`src/rtl/serial_mem_arbiter.sv`:
```
// Serial external-memory arbiter: fixed priority fetch > RAM write > RAM read, address then
// data shifted MSB first over one bit-serial link. SERIAL_PARITY_EN adds an even-parity bit.
module serial_mem_arbiter #(
  parameter int PC_W = 16,
  parameter int RA_W = 8
) (
  input  logic            sclk,
  input  logic            rst,
  input  logic            ready,
  input  logic            serial_in,
  output logic            serial_out,
  input  logic            fetch_req,
  input  logic [PC_W-1:0] fetch_addr,
  input  logic            ramw_req,
  input  logic [RA_W-1:0] ramw_addr,
  input  logic [7:0]      ramw_data,
  input  logic            ramr_req,
  input  logic [RA_W-1:0] ramr_addr,
  output logic [2:0]      gnt,
  output logic [7:0]      rdata,
  output logic            done,
  output logic            busy,
  output logic            pc_in_flag,
  output logic            rom_out_flag,
  output logic            ram_in_flag,
  output logic            ram_out_flag,
  output logic            err
);

  typedef enum logic [2:0] {
    S_IDLE,
    S_ADDR,
    S_DATA,
`ifdef SERIAL_PARITY_EN
    S_PARITY,
`endif
    S_DONE
  } state_t;

  state_t      r_state;
  state_t      w_next;
  logic [4:0]  r_cnt;
  logic [31:0] r_addr;
  logic [7:0]  r_wdata;
  logic [7:0]  r_rx;
  logic [7:0]  r_rdata;
  logic [2:0]  r_gnt;
  logic        w_any_req;
  logic        w_last;
  logic        w_data_phase;

  assign w_any_req = fetch_req | ramw_req | ramr_req;
  assign w_last    = (r_cnt == 5'd0);

  always_ff @(posedge sclk or posedge rst) begin
    // NOTE: sequential state uses non-blocking assignments so every flop sees pre-edge values.
    if (rst) r_state <= S_IDLE;
    else     r_state <= w_next;
  end

  always_comb begin
    // NOTE: every output is defaulted first so no path through the case can infer a latch.
    w_next       = r_state;
    serial_out   = 1'b0;
    busy         = 1'b0;
    done         = 1'b0;
    w_data_phase = 1'b0;
    case (r_state)
      S_IDLE: if (w_any_req) w_next = S_ADDR;
      S_ADDR: begin
        busy       = 1'b1;
        serial_out = r_addr[r_cnt];
        if (ready && w_last) w_next = S_DATA;
      end
      S_DATA: begin
        busy         = 1'b1;
        w_data_phase = 1'b1;
        serial_out   = r_gnt[1] & r_wdata[r_cnt[2:0]];
`ifdef SERIAL_PARITY_EN
        if (ready && w_last) w_next = S_PARITY;
`else
        if (ready && w_last) w_next = S_DONE;
`endif
      end
`ifdef SERIAL_PARITY_EN
      S_PARITY: begin
        busy         = 1'b1;
        w_data_phase = 1'b1;
        serial_out   = r_gnt[1] & (^r_wdata);
        if (ready) w_next = S_DONE;
      end
`endif
      S_DONE: begin
        done   = 1'b1;
        w_next = S_IDLE;
      end
      default: w_next = S_IDLE;
    endcase
  end

  // Grant is held only while a transfer is on the link, so it doubles as the target flags.
  assign gnt          = r_gnt;
  assign rdata        = r_rdata;
  assign pc_in_flag   = r_gnt[0] & (r_state == S_ADDR);
  assign rom_out_flag = r_gnt[0] & w_data_phase;
  assign ram_in_flag  = r_gnt[1];
  assign ram_out_flag = r_gnt[2];

  always_ff @(posedge sclk or posedge rst) begin
    if (rst) begin
      r_cnt   <= 5'd0;
      r_addr  <= 32'd0;
      r_wdata <= 8'd0;
      r_rx    <= 8'd0;
      r_rdata <= 8'd0;
      r_gnt   <= 3'b000;
    end else begin
      case (r_state)
        S_IDLE: begin
          if (fetch_req) begin
            r_gnt  <= 3'b001;
            r_addr <= 32'(fetch_addr);
            r_cnt  <= 5'(PC_W - 1);
          end else if (ramw_req) begin
            r_gnt   <= 3'b010;
            r_addr  <= 32'(ramw_addr);
            r_wdata <= ramw_data;
            r_cnt   <= 5'(RA_W - 1);
          end else if (ramr_req) begin
            r_gnt  <= 3'b100;
            r_addr <= 32'(ramr_addr);
            r_cnt  <= 5'(RA_W - 1);
          end
        end
        S_ADDR: begin
          if (ready) r_cnt <= w_last ? 5'd7 : r_cnt - 5'd1;
        end
        S_DATA: begin
          if (ready) begin
            r_rx <= {r_rx[6:0], serial_in};
            if (w_last) begin
`ifndef SERIAL_PARITY_EN
              if (!r_gnt[1]) r_rdata <= {r_rx[6:0], serial_in};
              r_gnt <= 3'b000;
`endif
            end else begin
              r_cnt <= r_cnt - 5'd1;
            end
          end
        end
`ifdef SERIAL_PARITY_EN
        S_PARITY: begin
          if (ready) begin
            if (!r_gnt[1]) r_rdata <= r_rx;
            r_gnt <= 3'b000;
          end
        end
`endif
        default: ;
      endcase
    end
  end

`ifdef SERIAL_PARITY_EN
  logic r_err;

  // Sticky: a bad parity bit on any read is remembered until reset.
  always_ff @(posedge sclk or posedge rst) begin
    if (rst) r_err <= 1'b0;
    else if (r_state == S_PARITY && ready && !r_gnt[1] && (serial_in != (^r_rx))) r_err <= 1'b1;
  end

  assign err = r_err;
`else
  assign err = 1'b0;
`endif

endmodule

```
`config.mk`:
```
export PLATFORM = sky130hd
export DESIGN_NAME = serial_mem_arbiter
export DESIGN_NICKNAME = d
export VERILOG_FILES = /design/src/rtl/serial_mem_arbiter.sv
export SDC_FILE = /design/constraint.sdc
export NUM_CORES = 1
export LEC_CHECK = 0
export CAP_MARGIN = 30
export CORE_ASPECT_RATIO = 0.75
export CORE_UTILIZATION = 40
export CTS_CLUSTER_SIZE = 16
export DETAILED_ROUTE_END_ITERATION = 8
export PLACE_DENSITY_LB_ADDON = 0.2
export SLEW_MARGIN = 20
export SYNTH_ARGS = -nofsm -noshare
export SYNTH_HDL_FRONTEND = slang
export SYNTH_SLANG_ARGS = --single-unit
```
`constraint.sdc`:
```
create_clock -name sclk -period 4.1 [get_ports sclk]
set_input_delay 1.23 -clock sclk [delete_from_list [all_inputs] [get_ports sclk]]
set_output_delay 1.23 -clock sclk [all_outputs]
set_load 0.01 [all_outputs]
```
Yosys cells after proc, flatten, opt, wreduce, memory -nomap -nowiden
Cells that the tools add are included.

Add/sub/neg operators: 1. Order comparisons: 2. Eq/ne operators: 11. Mux-type cells: 29. Bitwise operators: 7. Reduce and logical (&&, ||, !) cells: 14.

Operators by type and width (count): $mux W32 (3); $mux W5 (7); $mux W3 (8); $pmux W5 S3 (1); $ne A2 B2 Y1 const B (7); $pmux W3 S3 (1); $reduce_and A4 Y1 (2); $eq A3 B2 Y1 const B (2); $lt A5 B6 Y1 const B (1); $pmux W3 S2 (1); $reduce_and A3 Y1 (2); $reduce_bool A3 Y1 (2); $bmux W1 S5 (1); $logic_not A5 Y1 (1); $mux W1 (5); $reduce_and A5 Y1 (1); $sub A5 B1 Y5 const B (1); $lt A3 B4 Y1 const B (1); $ne A4 B4 Y1 const B (1); $reduce_and A2 Y1 (2); $and A1 B1 Y1 (3); $bmux W1 S3 (1); $eq A3 B1 Y1 const B (1); $logic_not A3 Y1 (1); 6 further kinds (8).

Register bits: 66. Input bits: 47. Output and inout bits: 19. Word-level logic and storage cells: 71.

Longest topological paths before layout
Depth in word-level cells: 4. Depth in mapped cells: 7. Gate-level depth less buffers: 6.

Least setup slack after synthesis
Ideal clock, no wire load.

Kind: reg-to-output. From: register r_state[0]. To: output serial_out. Arrival time: 1.438 ns. Setup slack: 1.432 ns. Stages on the path, launching flop included: 7. Cell sequence: dfrtp_1 -> inv_1 -> ha_1 -> nand3b_1 -> a311oi_1 -> o211ai_1 -> nand3_1.

Longest elaborated chain between the ends: 2. Elaborated cells on any way between the ends: 3. Classes of those cells: eq/ne: 2; mux: 1.

Ends and longest elaborated chain: from (decl) (RTL line 40) `state_t r_state;`; from (signal assigned) (RTL line 58) `else r_state <= w_next;`; $eq A3 B2 Y1 or $eq A3 B1 Y1 (tied branches) (RTL line 68) `case (r_state)`; $pmux W1 S2 (*) (RTL line 68); to (decl) (RTL line 11) `output logic serial_out,`.

Every way passes the cells marked *; elsewhere a longest branch is shown, timed or not.

Final worst setup path
From: register r_state[1]. To: output serial_out.

The elaborated chain is that of the path after synthesis.

==> flow_metrics.tcl <==
set metrics [dict create \
    final_util 0.544 \
    grt_use_total 0.173 \
    post_drt_via_cell_ratio 5.15 \
    die_height_um 72.8 \
    setup_viol 0 \
    multi_input_area_sq_um 1310 \
    layout-drive-gt1-share 0.179 \
    fillers 598 \
    cts_root_buffer "clkbuf_8" \
    drv_slew 0 \
    rsz0062_at_grt "no" \
    ios 66 \
    nets 348 \
    final_common_cell "clkdlybuf4s50_1" \
    drc 0 \
    syn_area_sq_um 2670 \
    fp.dieW_um 96.4 \
    p_int_uw 1460 \
    num_antenna_cells 0 \
    cts_buffers 5 \
    synth_edf_count 0 \
    synth_cell_type_count 49 \
    cts_buffer_depth 2 \
    clkLatencyLatePin_ps 310 \
    worst_pin_slew_ps 665 \
    crit_type "flip-flop to output pin" \
    relSlewSlack 0.555 \
    cts-htree-levels 2 \
    critPathLaunchType "flip-flop" \
    cts.sinks 49 \
    maxCapViolations 0 \
    hold_path.class "flip-flop to flip-flop" \
    grt_max_degree 26 \
    ant_nets 0 \
    gp_congestion 0.842 \
    placed_cells 369 \
    tns_ps 0 \
    crit_fanout 7 \
    synthFlopType "dfrtp_1" \
    p_sw_uw 826 \
    netlist_instances 235 \
    initial_core_util 0.419 \
    synth-seq-cells 49 \
    post_cts_buffers 0 \
    grt_pass1_wl_um 9160 \
    async_flop_share 1.00 \
    hpwlAfterDp_um 4120 \
    vias 1942 \
    p_total_uw 2280 \
    coreArea_sq_um 6380 \
    cts_tree "yes" \
    post-route-period-util 0.898 \
    wl_per_cell_um 14.3 \
    grt_pass1_vias 1874 \
    synth_seq_area_share 0.459 \
    synth_nets 288 \
    cp_data_arrival_time_ps 2450 \
    p_clk_frac 0.159 \
    overflow 0 \
    antenna_found_initial 0 \
    peakVddDrop_uv 249 \
    powerDensity_nw_per_um2 657 \
    clk_pin_slew_ps 90 \
    placement_rows 25 \
    die_area_sq_um 7010 \
    power_frac_comb 0.456 \
    synth-warning-count 0 \
    pwr-share-seq 0.385 \
    post_cts_resize_count 0 \
    required_ps 2870 \
    firstDrtPassIters 4 \
    postRouteWirelength_um 5390 \
    post-route-min-period_ps 3680 \
    layout_common_cells "64 x clkdlybuf4s50_1, 49 x dfrtp_1, 27 x nand2_1" \
    endpoint_kind "output pin" \
    switching_share 0.362 \
    area_growth_pct 30.0 \
    drtIter0Drc 65 \
    avgSynthCellArea_sq_um 11.4 \
    layout.cells.non_filler 377 \
    max_freq_mhz 271 \
    p_leak_uw 0.00151 \
    skew_ps 9.90 \
    status "finished clean" \
    cts-hold-fix-buffers 0 \
    seq_area_sq_um 1230 \
    port_buffers 64 \
    finalHoldViolations 0 \
]
-- power by group through the flow --
stage / registers (uW) / logic, uW / clock network [uW]
2_1_floorplan: 819 / 786 / 0
3_3_place_gp: 888 / 1030 / 0
3_5_place_dp: 893 / 1040 / 0
4_1_cts: 883 / 1040 / 370
5_1_grt: 918 / 1160 / 391
6_report: 879 / 1040 / 362
-- per-layer routing --
metal	global-route usage	share of wire
met1	0.260	0.52
met2	0.249	0.42
met3	0.0427	0.049
met4	0.0458	0.0098
met5	0	0
-- state kept, by name, indices dropped and copies added (netlist names) --
register and flops:
r_rx 7, gnt 3, r_cnt 5, r_state 2
rdata 8, r_wdata 8, r_addr 16
-- metrics by stage --
| stage | cell area (sq um) | setup slack [ps] | hold slack [ps] |
|---|---|---|---|
| after floorplan | 2670 | 1430 | 433 |
| after global placement | 3330 | 831 | 447 |
| after detailed placement | 3350 | 762 | 456 |
| after CTS | 3470 | 414 | 475 |
| after global routing | 3470 | 251 | 499 |
| final | 3470 | 416 | 467 |
-- cells by family after synthesis --
| group | Yosys count | share of synthesized area |
|---|---|---|
| and+or+nand+nor | 72 | 0.152 |
| DFF | 49 | 0.459 |
| buffers and inverters | 23 | 0.0520 |
| other | 1 | 0.00140 |
| muxes | 42 | 0.204 |
| adders and majority gates | 6 | 0.0281 |
| AOI/OAI and AO/OA | 42 | 0.103 |
-- worst max-delay path, cell delays in order, from the launching register on --
cell	delay [ps]
dfrtp_1	430
inv_1	90
ha_1	420
nand3b_1	160
a311oi_1	280
o211ai_1	130
nand3_1	100
clkdlybuf4s50_1	540
-- path summary, 6_finish.rpt --
path | endpoint | start | slack [ps] | cells after the start
setup / recovery | serial_out | r_state[1] | 420 | 7
hold / removal | r_addr[8] | r_addr[8] | 470 | 2
setup reg to reg | gnt[0] | r_cnt[0] | 1840 | 6
hold reg to reg | r_addr[8] | r_addr[8] | 470 | 2
max in group asynchronous | r_rx[4] | rst | 2300 | 3
min in group asynchronous | r_wdata[5] | rst | 1280 | 2
-- Yosys cell counts (2+ instances only) --
| master | instances | share of area |
|---|---|---|
| a211oi_1 | 2 | 0.0056 |
| a21oi_1 | 10 | 0.019 |
| a21oi_2 | 2 | 0.0066 |
| a2bb2oi_1 | 2 | 0.0066 |
| a31oi_1 | 2 | 0.0047 |
| and2_1 | 2 | 0.0047 |
| buf_2 | 3 | 0.0056 |
| buf_4 | 4 | 0.011 |
| buf_6 | 3 | 0.013 |
| clkbuf_1 | 4 | 0.0056 |
| dfrtp_1 | 49 | 0.46 |
| ha_1 | 6 | 0.028 |
| inv_1 | 8 | 0.011 |
| mux2_1 | 2 | 0.0084 |
| mux2_2 | 16 | 0.067 |
| mux2_4 | 8 | 0.045 |
| mux2i_1 | 11 | 0.041 |
| mux4_2 | 5 | 0.042 |
| nand2_1 | 27 | 0.038 |
| nand3_1 | 10 | 0.019 |
| nand3b_1 | 2 | 0.0056 |
| nand4_1 | 2 | 0.0047 |
| nor2_1 | 15 | 0.021 |
| nor2b_1 | 2 | 0.0047 |
| nor4b_4 | 2 | 0.018 |
| o21ai_0 | 7 | 0.013 |
| o21ai_1 | 5 | 0.0094 |
| o31ai_1 | 3 | 0.0084 |
-- cell type report --
type / instances / share of cell area
inverters: 8 / 0.00865
multi-input cells: 163 / 0.378
well taps: 81 / 0.0292
repair buffers: 68 / 0.197
clock inverters: 2 / 0.0108
flip-flops and latches: 49 / 0.353
clock buffers: 6 / 0.0238
Power figures use the tool's default switching activity.
